$ cat src/rtl/framing.sv
// Overlapping frame builder: buffers the sample stream in a circular memory
// and replays FRAME_LEN-sample frames, oldest first, every HOP new samples.
//
//   state | meaning
//   ------+-----------------------------------------------
//   IDLE  | no frame being read, waiting for a trigger
//   READ  | one memory read per cycle for FRAME_LEN cycles
module framing #(
  parameter int BW        = 9,
  parameter int FRAME_LEN = 256,
  parameter int HOP       = 128
) (
  input  logic          clk_i,
  input  logic          rst_n_i,
  input  logic          en_i,
  input  logic [BW-1:0] data_i,
  input  logic          valid_i,
  output logic [BW-1:0] data_o,
  output logic          valid_o,
  output logic          last_o,
  output logic          overrun_o
);
  localparam int DEPTH = 2 * FRAME_LEN;
  localparam int AW    = $clog2(DEPTH);
  localparam int FW    = $clog2(FRAME_LEN + 1);
  localparam int HW    = (HOP > 1) ? $clog2(HOP) : 1;
  localparam int CW    = (FRAME_LEN > 1) ? $clog2(FRAME_LEN) : 1;

  typedef enum logic {IDLE, READ} state_t;

  state_t        state, state_nxt;
  logic [BW-1:0] mem [DEPTH];
  logic [AW-1:0] wr_ptr, rd_ptr, rd_ptr_nxt, pend_ptr, pend_ptr_nxt, trig_start;
  logic [FW-1:0] fill;
  logic [HW-1:0] hop_cnt;
  logic [CW-1:0] rd_cnt, rd_cnt_nxt;
  logic          pend, pend_nxt, ovr_nxt;
  logic          accept, hop_wrap, fill_done, trigger, rd_last;

  assign accept     = valid_i & en_i;
  assign hop_wrap   = (hop_cnt == HW'(HOP - 1));
  // fill reaches FRAME_LEN on this edge, or already saturated there
  assign fill_done  = (fill == FW'(FRAME_LEN)) || (fill == FW'(FRAME_LEN - 1));
  assign trigger    = accept & fill_done & hop_wrap;
  assign trig_start = wr_ptr + AW'(1) - AW'(FRAME_LEN);
  assign rd_last    = (rd_cnt == CW'(FRAME_LEN - 1));

  always_ff @(posedge clk_i) begin
    if (accept) mem[wr_ptr] <= data_i;
  end

  always_comb begin
    state_nxt    = state;
    rd_ptr_nxt   = rd_ptr;
    rd_cnt_nxt   = rd_cnt;
    pend_nxt     = pend;
    pend_ptr_nxt = pend_ptr;
    // a trigger that finds a frame already queued is lost
    ovr_nxt      = overrun_o | (trigger & pend);
    case (state)
      IDLE: begin
        if (pend) begin
          state_nxt  = READ;
          rd_ptr_nxt = pend_ptr;
          rd_cnt_nxt = '0;
          pend_nxt   = 1'b0;
        end else if (trigger) begin
          state_nxt  = READ;
          rd_ptr_nxt = trig_start;
          rd_cnt_nxt = '0;
        end
      end
      READ: begin
        rd_ptr_nxt = rd_ptr + AW'(1);
        rd_cnt_nxt = rd_cnt + CW'(1);
        if (rd_last) begin
          rd_cnt_nxt = '0;
          if (pend) begin
            rd_ptr_nxt = pend_ptr;
            pend_nxt   = 1'b0;
          end else if (trigger) begin
            rd_ptr_nxt = trig_start;
          end else begin
            state_nxt  = IDLE;
          end
        end else if (trigger && !pend) begin
          pend_nxt     = 1'b1;
          pend_ptr_nxt = trig_start;
        end
      end
      default: state_nxt = IDLE;
    endcase
  end

  always_ff @(posedge clk_i or negedge rst_n_i) begin
    if (!rst_n_i) begin
      state     <= IDLE;
      wr_ptr    <= '0;
      rd_ptr    <= '0;
      pend_ptr  <= '0;
      fill      <= '0;
      hop_cnt   <= '0;
      rd_cnt    <= '0;
      pend      <= 1'b0;
      data_o    <= '0;
      valid_o   <= 1'b0;
      last_o    <= 1'b0;
      overrun_o <= 1'b0;
    end else if (!en_i) begin
      state     <= IDLE;
      wr_ptr    <= '0;
      rd_ptr    <= '0;
      pend_ptr  <= '0;
      fill      <= '0;
      hop_cnt   <= '0;
      rd_cnt    <= '0;
      pend      <= 1'b0;
      data_o    <= '0;
      valid_o   <= 1'b0;
      last_o    <= 1'b0;
      overrun_o <= 1'b0;
    end else begin
      state     <= state_nxt;
      rd_ptr    <= rd_ptr_nxt;
      rd_cnt    <= rd_cnt_nxt;
      pend      <= pend_nxt;
      pend_ptr  <= pend_ptr_nxt;
      overrun_o <= ovr_nxt;
      if (accept) begin
        wr_ptr  <= wr_ptr + AW'(1);
        hop_cnt <= hop_wrap ? '0 : hop_cnt + HW'(1);
        if (fill != FW'(FRAME_LEN)) fill <= fill + FW'(1);
      end
      valid_o <= (state == READ);
      last_o  <= (state == READ) && rd_last;
      data_o  <= (state == READ) ? mem[rd_ptr] : '0;
    end
  end

endmodule

$ cat config.mk
export PLATFORM = sky130hd
export DESIGN_NAME = framing
export DESIGN_NICKNAME = d
export VERILOG_FILES = /design/src/rtl/framing.sv
export SDC_FILE = /design/constraint.sdc
export NUM_CORES = 2
export LEC_CHECK = 0
export BUFFER_PORTS_ARGS = -buffer_cell sky130_fd_sc_hd__buf_2
export CORE_ASPECT_RATIO = 0.75
export CORE_MARGIN = 2
export CORE_UTILIZATION = 60
export CTS_CLUSTER_DIAMETER = 200
export DETAILED_ROUTE_END_ITERATION = 16
export PLACE_DENSITY = 0.76
export SLEW_MARGIN = 20
export SYNTH_ARGS = -nofsm -noshare
export SYNTH_HDL_FRONTEND = slang
export SYNTH_MEMORY_MAX_BITS = 65536
export SYNTH_SLANG_ARGS = --single-unit
export TNS_END_PERCENT = 1
$ cat constraint.sdc
create_clock -name clk_i -period 3.33 [get_ports clk_i]
set_input_delay 0.8325 -clock clk_i [delete_from_list [all_inputs] [get_ports clk_i]]
set_output_delay 0.8325 -clock clk_i [all_outputs]
set_load 0.01 [all_outputs]
=== Word-level counts from Yosys, hierarchy flattened ===
Memories as Yosys holds them, arrays and structs flattened.
Index checks and enable logic that the tools add are counted.

* Register bits after elaboration: 65
* Bits in writable memories: 4,608
* Memories: 1
* Word-level logic and storage cells: 83

{| class="wikitable"
|+ Memory list
! memory !! words !! bits a word !! read ports !! clocked after Yosys merged registers in !! write ports !! line !! source
|-
| mem || 512 || 9 || 1 || 0 || 1 || 32 || <nowiki>logic [BW-1:0] mem [DEPTH];</nowiki>
|}

* Mux-type cells: 40
* Bitwise logic cells: 6
* Reduce and logical (&&, ||, !) cells: 6
* Equal/unequal tests: 12
* $add $sub $neg: 6

{| class="wikitable"
|+ Operators with widths
! kind !! count
|-
| $mux W9 || 17
|-
| $mux W8 || 4
|-
| $add A9 B1 Y9 const B || 3
|-
| $mux W7 || 3
|-
| $pmux W9 S2 || 1
|-
| $pmux W8 S2 || 1
|-
| $mux W1 || 12
|-
| $eq A9 B8 Y1 const B || 1
|-
| $eq A9 B9 Y1 const B || 1
|-
| $ne A9 B9 Y1 const B || 1
|-
| $sub A9 B9 Y9 const B || 1
|-
| $add A8 B1 Y8 const B || 1
|-
| $eq A8 B8 Y1 const B || 1
|-
| $ne A2 B1 Y1 const B || 4
|-
| $add A7 B1 Y7 const B || 1
|-
| $eq A7 B7 Y1 const B || 1
|-
| $and A1 B1 Y1 || 4
|-
| $ne A4 B2 Y1 const B || 1
|-
| $ne A4 B4 Y1 const B || 1
|-
| $pmux W1 S2 || 2
|-
| $reduce_and A3 Y1 || 1
|-
| $logic_and A1 B1 Y1 || 2
|-
| $ne A2 B2 Y1 const B || 1
|-
| $reduce_and A2 Y1 || 1
|-
| other kinds (4) || 4
|}

=== Depth between registers and ports, before layout ===
* Word-level depth: 9
* Gate-level depth with buffers: 14

=== Worst setup path before layout ===
Ideal clock, no wire load.

* Path type: reg2reg
* Start point: register rd_ptr[0]
* End point: register data_o[6]
* Buffers on the path: 4
* Period minus slack after synthesis: 2.740 ns
* Cell stages (with the launch flop): 11
* Path slack: 0.590 ns
* Arrival time: 2.596 ns
* Setup time: 0.144 ns
* Path through: dfrtp_1 > buf_6 > buf_12 > buf_4 > buf_2 > mux4_2 > mux4_2 > a211oi_1 > o21ai_0 > nand3_1 > a32oi_1

* Cells in the longest elaborated chain, start to end: 3

{| class="wikitable"
|+ Ends and longest elaborated chain
! item !! line !! source
|-
| start: declaration || 33 || <nowiki>logic [AW-1:0] wr_ptr, rd_ptr, rd_ptr_nxt, pend_ptr, pend_ptr_nxt, trig_start;</nowiki>
|-
| start signal: assignment || 124 || <nowiki>rd_ptr <= rd_ptr_nxt;</nowiki>
|-
| $mem_v2 Z512 W9 || n/a ||
|-
| $mux W9 || 136 || <nowiki>data_o <= (state == READ) ? mem[rd_ptr] : '0;</nowiki>
|-
| $mux W9 || 109 || <nowiki>end else if (!en_i) begin</nowiki>
|-
| end signal: assignment || 136 ||
|-
| end: declaration || 18 || <nowiki>output logic [BW-1:0] data_o,</nowiki>
|}

Every way passes these cells.
A chain may end at the register's enable or synchronous reset.

=== Worst setup path after layout ===
* Start point: register rd_ptr[0]
* End point: register data_o[3]

Same word-level chain as after synthesis.

==> impl_metrics.csv <==
group,metric,value,unit
grt,antenna_found_initial,37,
grt,grt_remaining_overflow,0,
layout,multi_input_area,39400,um^2
sta,post-route-min-period,3.48,ns
setup_path,critPathCaptureType,"flip-flop",
pwr,swShare,0.212,
layout,layout-drive-gt1-share,0.319,
setup_path,crit_required,4.16,ns
drt,wl_per_cell,36.7,um
yosys,yosysMostFrequentCell,"edfxtp_1",
yosys,synthCells,8366,
drt,dr_total_vias,98200,
flow_run,drv_cap,0,
sta,setup-violations-final,9,
drt,met1_length,176,mm
yosys,ys_types,81,
sta,drv_slew,0,
pwr,clockPowerShare,0.409,
sta,fin_crit_sh,1.05,
pwr,netSwitchingPower,0.0252,W
pwr,p_leak,67.5,nW
layout,final_nets,9605,
layout,fillers,17100,
place,dp.cells,13200,
drt,dr_wl_met2,230,mm
run_status,status,"complete, but fails checks",
sta,slew_headroom,0.328,
sta,rsz0062_at_grt,"true",
yosys,yosysWarningCount,0,
cts,path_clk_slew,0.07,ns
yosys,syn_nets,8388,
setup_path,crit_type,"flip-flop to flip-flop",
layout,area_delta_synth_final,15.8,%
floorplanning,start_util,0.602,
grt,grt_max_degree,132,
yosys,ys_async_sr_fraction,0.0139,
cts,htreeDepth,5,
hold_path,holdCritStartpoint,"data_i[0]",
grt,first_global_vias,97200,
floorplanning,rows,175,
place,port_buffers,24,
cts,cts_buffer_depth,4,
grt,grt_usage,0.334,
setup_path,startpoint_type,"flip-flop",
floorplanning,die_h,481,um
layout,seq_area,140000,um^2
yosys,synth_edf_count,4608,
drt,via_per_inst,7.01,
sta,hold_slack,0.332,ns
hold_path,holdCritPathClass,"input pin to flip-flop",
sta,finalHoldViolCount,0,
setup_path,r2r-start,"rd_ptr[0]$_DFFE_PN0P_",
pwr,intPower,0.0938,W
drt,drc,0,
setup_path,startpoint,"rd_ptr[0]$_DFFE_PN0P_",
cts,clock-sinks,4673,
layout,final_cells,14000,
sta,tns,-0.873,ns
yosys,synth_area_leaders,"edfxtp_1, mux4_2, mux2i_1, nor2_1, dfrtp_1",
sta,worst_slack,-0.154,ns
yosys,netlist_area,182000,um^2
drt,ant_nets,0,
yosys,synth_top_area_frac,0.760,
floorplanning,core-area,303000,um^2
yosys,ys_seq_elements,4673,
floorplanning,die-area,308000,um^2
pwr,p_per_area,564,nW/um^2
pwr,peakVddDrop,638,uV
sta,tightest_slew,1.01,ns
yosys,synth_ff_type,"edfxtp_1",
cts,clk_latency,0.97,ns
floorplanning,top_level_ports,25,
run_status,violations,"negative setup slack",
yosys,syn_avg_cell_area,21.8,um^2
cts,numCtsBuffers,414,
yosys,yosysSeqAreaShare,0.769,
sta,fmax,287,MHz
drt,drt_iter0_drc,17400,
cts,clock-root-buffer,"clkbuf_16",
cts,cts_tree,"done",
sta,fin_skew,0.0646,ns
setup_path,cp.arrival,4.32,ns
layout,final_core_util,0.697,
pwr,power_frac_comb,0.048,
floorplanning,die_x,640,um
drt,wl_met3,83.2,mm
yosys,synth_top_area_cell,"edfxtp_1",
place,hpwl,308,mm
drt,first_pass_iters,7,
drt,top_layer_used,"met5",
drt,wl,514,mm
setup_path,critPathMaxFanout,8,
yosys,synthTopCellsByCount,"edfxtp_1, mux4_2, nor2_1",
pwr,power_frac_seq,0.543,
place,globalplace.congestion,0.932,
grt,grt_pass1_wl,723,mm
power by group through the flow:
| stage | Sequential [W] | Clock [W] | Combinational, W |
|---|---|---|---|
| detailed placement | 0.0659 | 0 | 0.00534 |
| CTS | 0.0646 | 0.0486 | 0.00549 |
| finish | 0.0646 | 0.0487 | 0.00576 |
| floorplan | 0.0659 | 0 | 0.00240 |
| global placement | 0.0659 | 0 | 0.00519 |
| global route | 0.0646 | 0.0509 | 0.00585 |
final timing paths:
path                                            to  slack [ns]  depth (start not counted)
setup / recovery               data_o[3]$_DFF_PN0_       -0.15                         10
hold / removal                mem[84][0]$_DFFE_PP_        0.33                          1
setup reg to reg               data_o[3]$_DFF_PN0_       -0.15                         10
hold reg to reg            pend_ptr[8]$_DFFE_PN0P_        0.54                          2
max in group asynchronous         last_o$_DFF_PN0_        2.09                          3
min in group asynchronous        valid_o$_DFF_PN0_        0.47                          2
repair_timing:
item / 4_1_cts / 5_1_grt
gates resized for setup: 124 / 67
buffers inserted: 22 / 23
endpoints found under the setup margin: 9 / 9
endpoints found under the hold margin: 32 / 0
hold buffers: 1 / 0
pin swaps: 12 / 9
gates cloned: 9 / 5
sequential cells by signal, indices dropped and copies added, names as in the netlist:
register	cells
rd_ptr	9
data_o	9
fill	9
wr_ptr	9
rd_cnt	8
pend	1
valid_o	1
hop_cnt	7
mem	4608
pend_ptr	9
last_o	1
state	1
overrun_o	1
per-stage QoR:
| step | total power (W) | worst slack, ns | instance area, um^2 |
|---|---|---|---|
| after global routing | 0.121 | -0.152 | 211000 |
| after detailed placement | 0.0712 | -0.677 | 196000 |
| after floorplan | 0.0683 | 0.590 | 182000 |
| after global placement | 0.0711 | -0.687 | 196000 |
| after CTS | 0.119 | -0.0823 | 210000 |
| final | 0.119 | -0.154 | 211000 |
per-layer routing:
layer / up-vias / global-route usage
met1: 50500 / 0.467
met3: 1396 / 0.119
met2: 8581 / 0.487
met5: - / 0
met4: 40 / 0.134
li1: 37600 / -
area by class of cell:
type / count / share of cell area
Tap cell: 4071 / 0.0242
Clock inverter: 265 / 0.0129
Inverter: 18 / 0.000356
Sequential cell: 4673 / 0.664
Clock buffer: 484 / 0.0509
Multi-Input combinational cell: 3154 / 0.187
Timing Repair Buffer: 1322 / 0.0605
Antenna cell: 24 / 0.000285
cells by family after synthesis:
logic type / synth area share
adder cells (fa/ha/maj): 0.000618
XOR/XNOR: 0.00144
flip-flops: 0.769
buffers and inverters: 0.0192
AND/OR/NAND/NOR: 0.0205
multiplexers: 0.162
AO/OA/AOI/OAI: 0.0274
placed cells by master, fill, tap and decap left out, drive strengths merged, types with 32 or more instances in the layout:
cell,count
o221ai,32
bufinv,54
a21oi,125
dfrtp,65
a22o,41
edfxtp,4608
nor2,579
o22ai,47
o21ai,92
mux2i,365
nand2,174
clkbuf,489
nand3,36
clkinv,185
a221oi,68
mux4,1134
a22oi,120
buf,1311
inv,32
critical path: stages (launching register included):
cell and delay [ns]:
dfrtp_4 0.49, buf_12 0.19, buf_16 0.23, buf_16 0.15, buf_4 0.16, mux4_2 0.55, a22oi_1 0.35, a21oi_1 0.16
a211o_1 0.31, o211ai_1 0.59, a2bb2oi_2 0.13
Power figures use the tool's default switching activity.
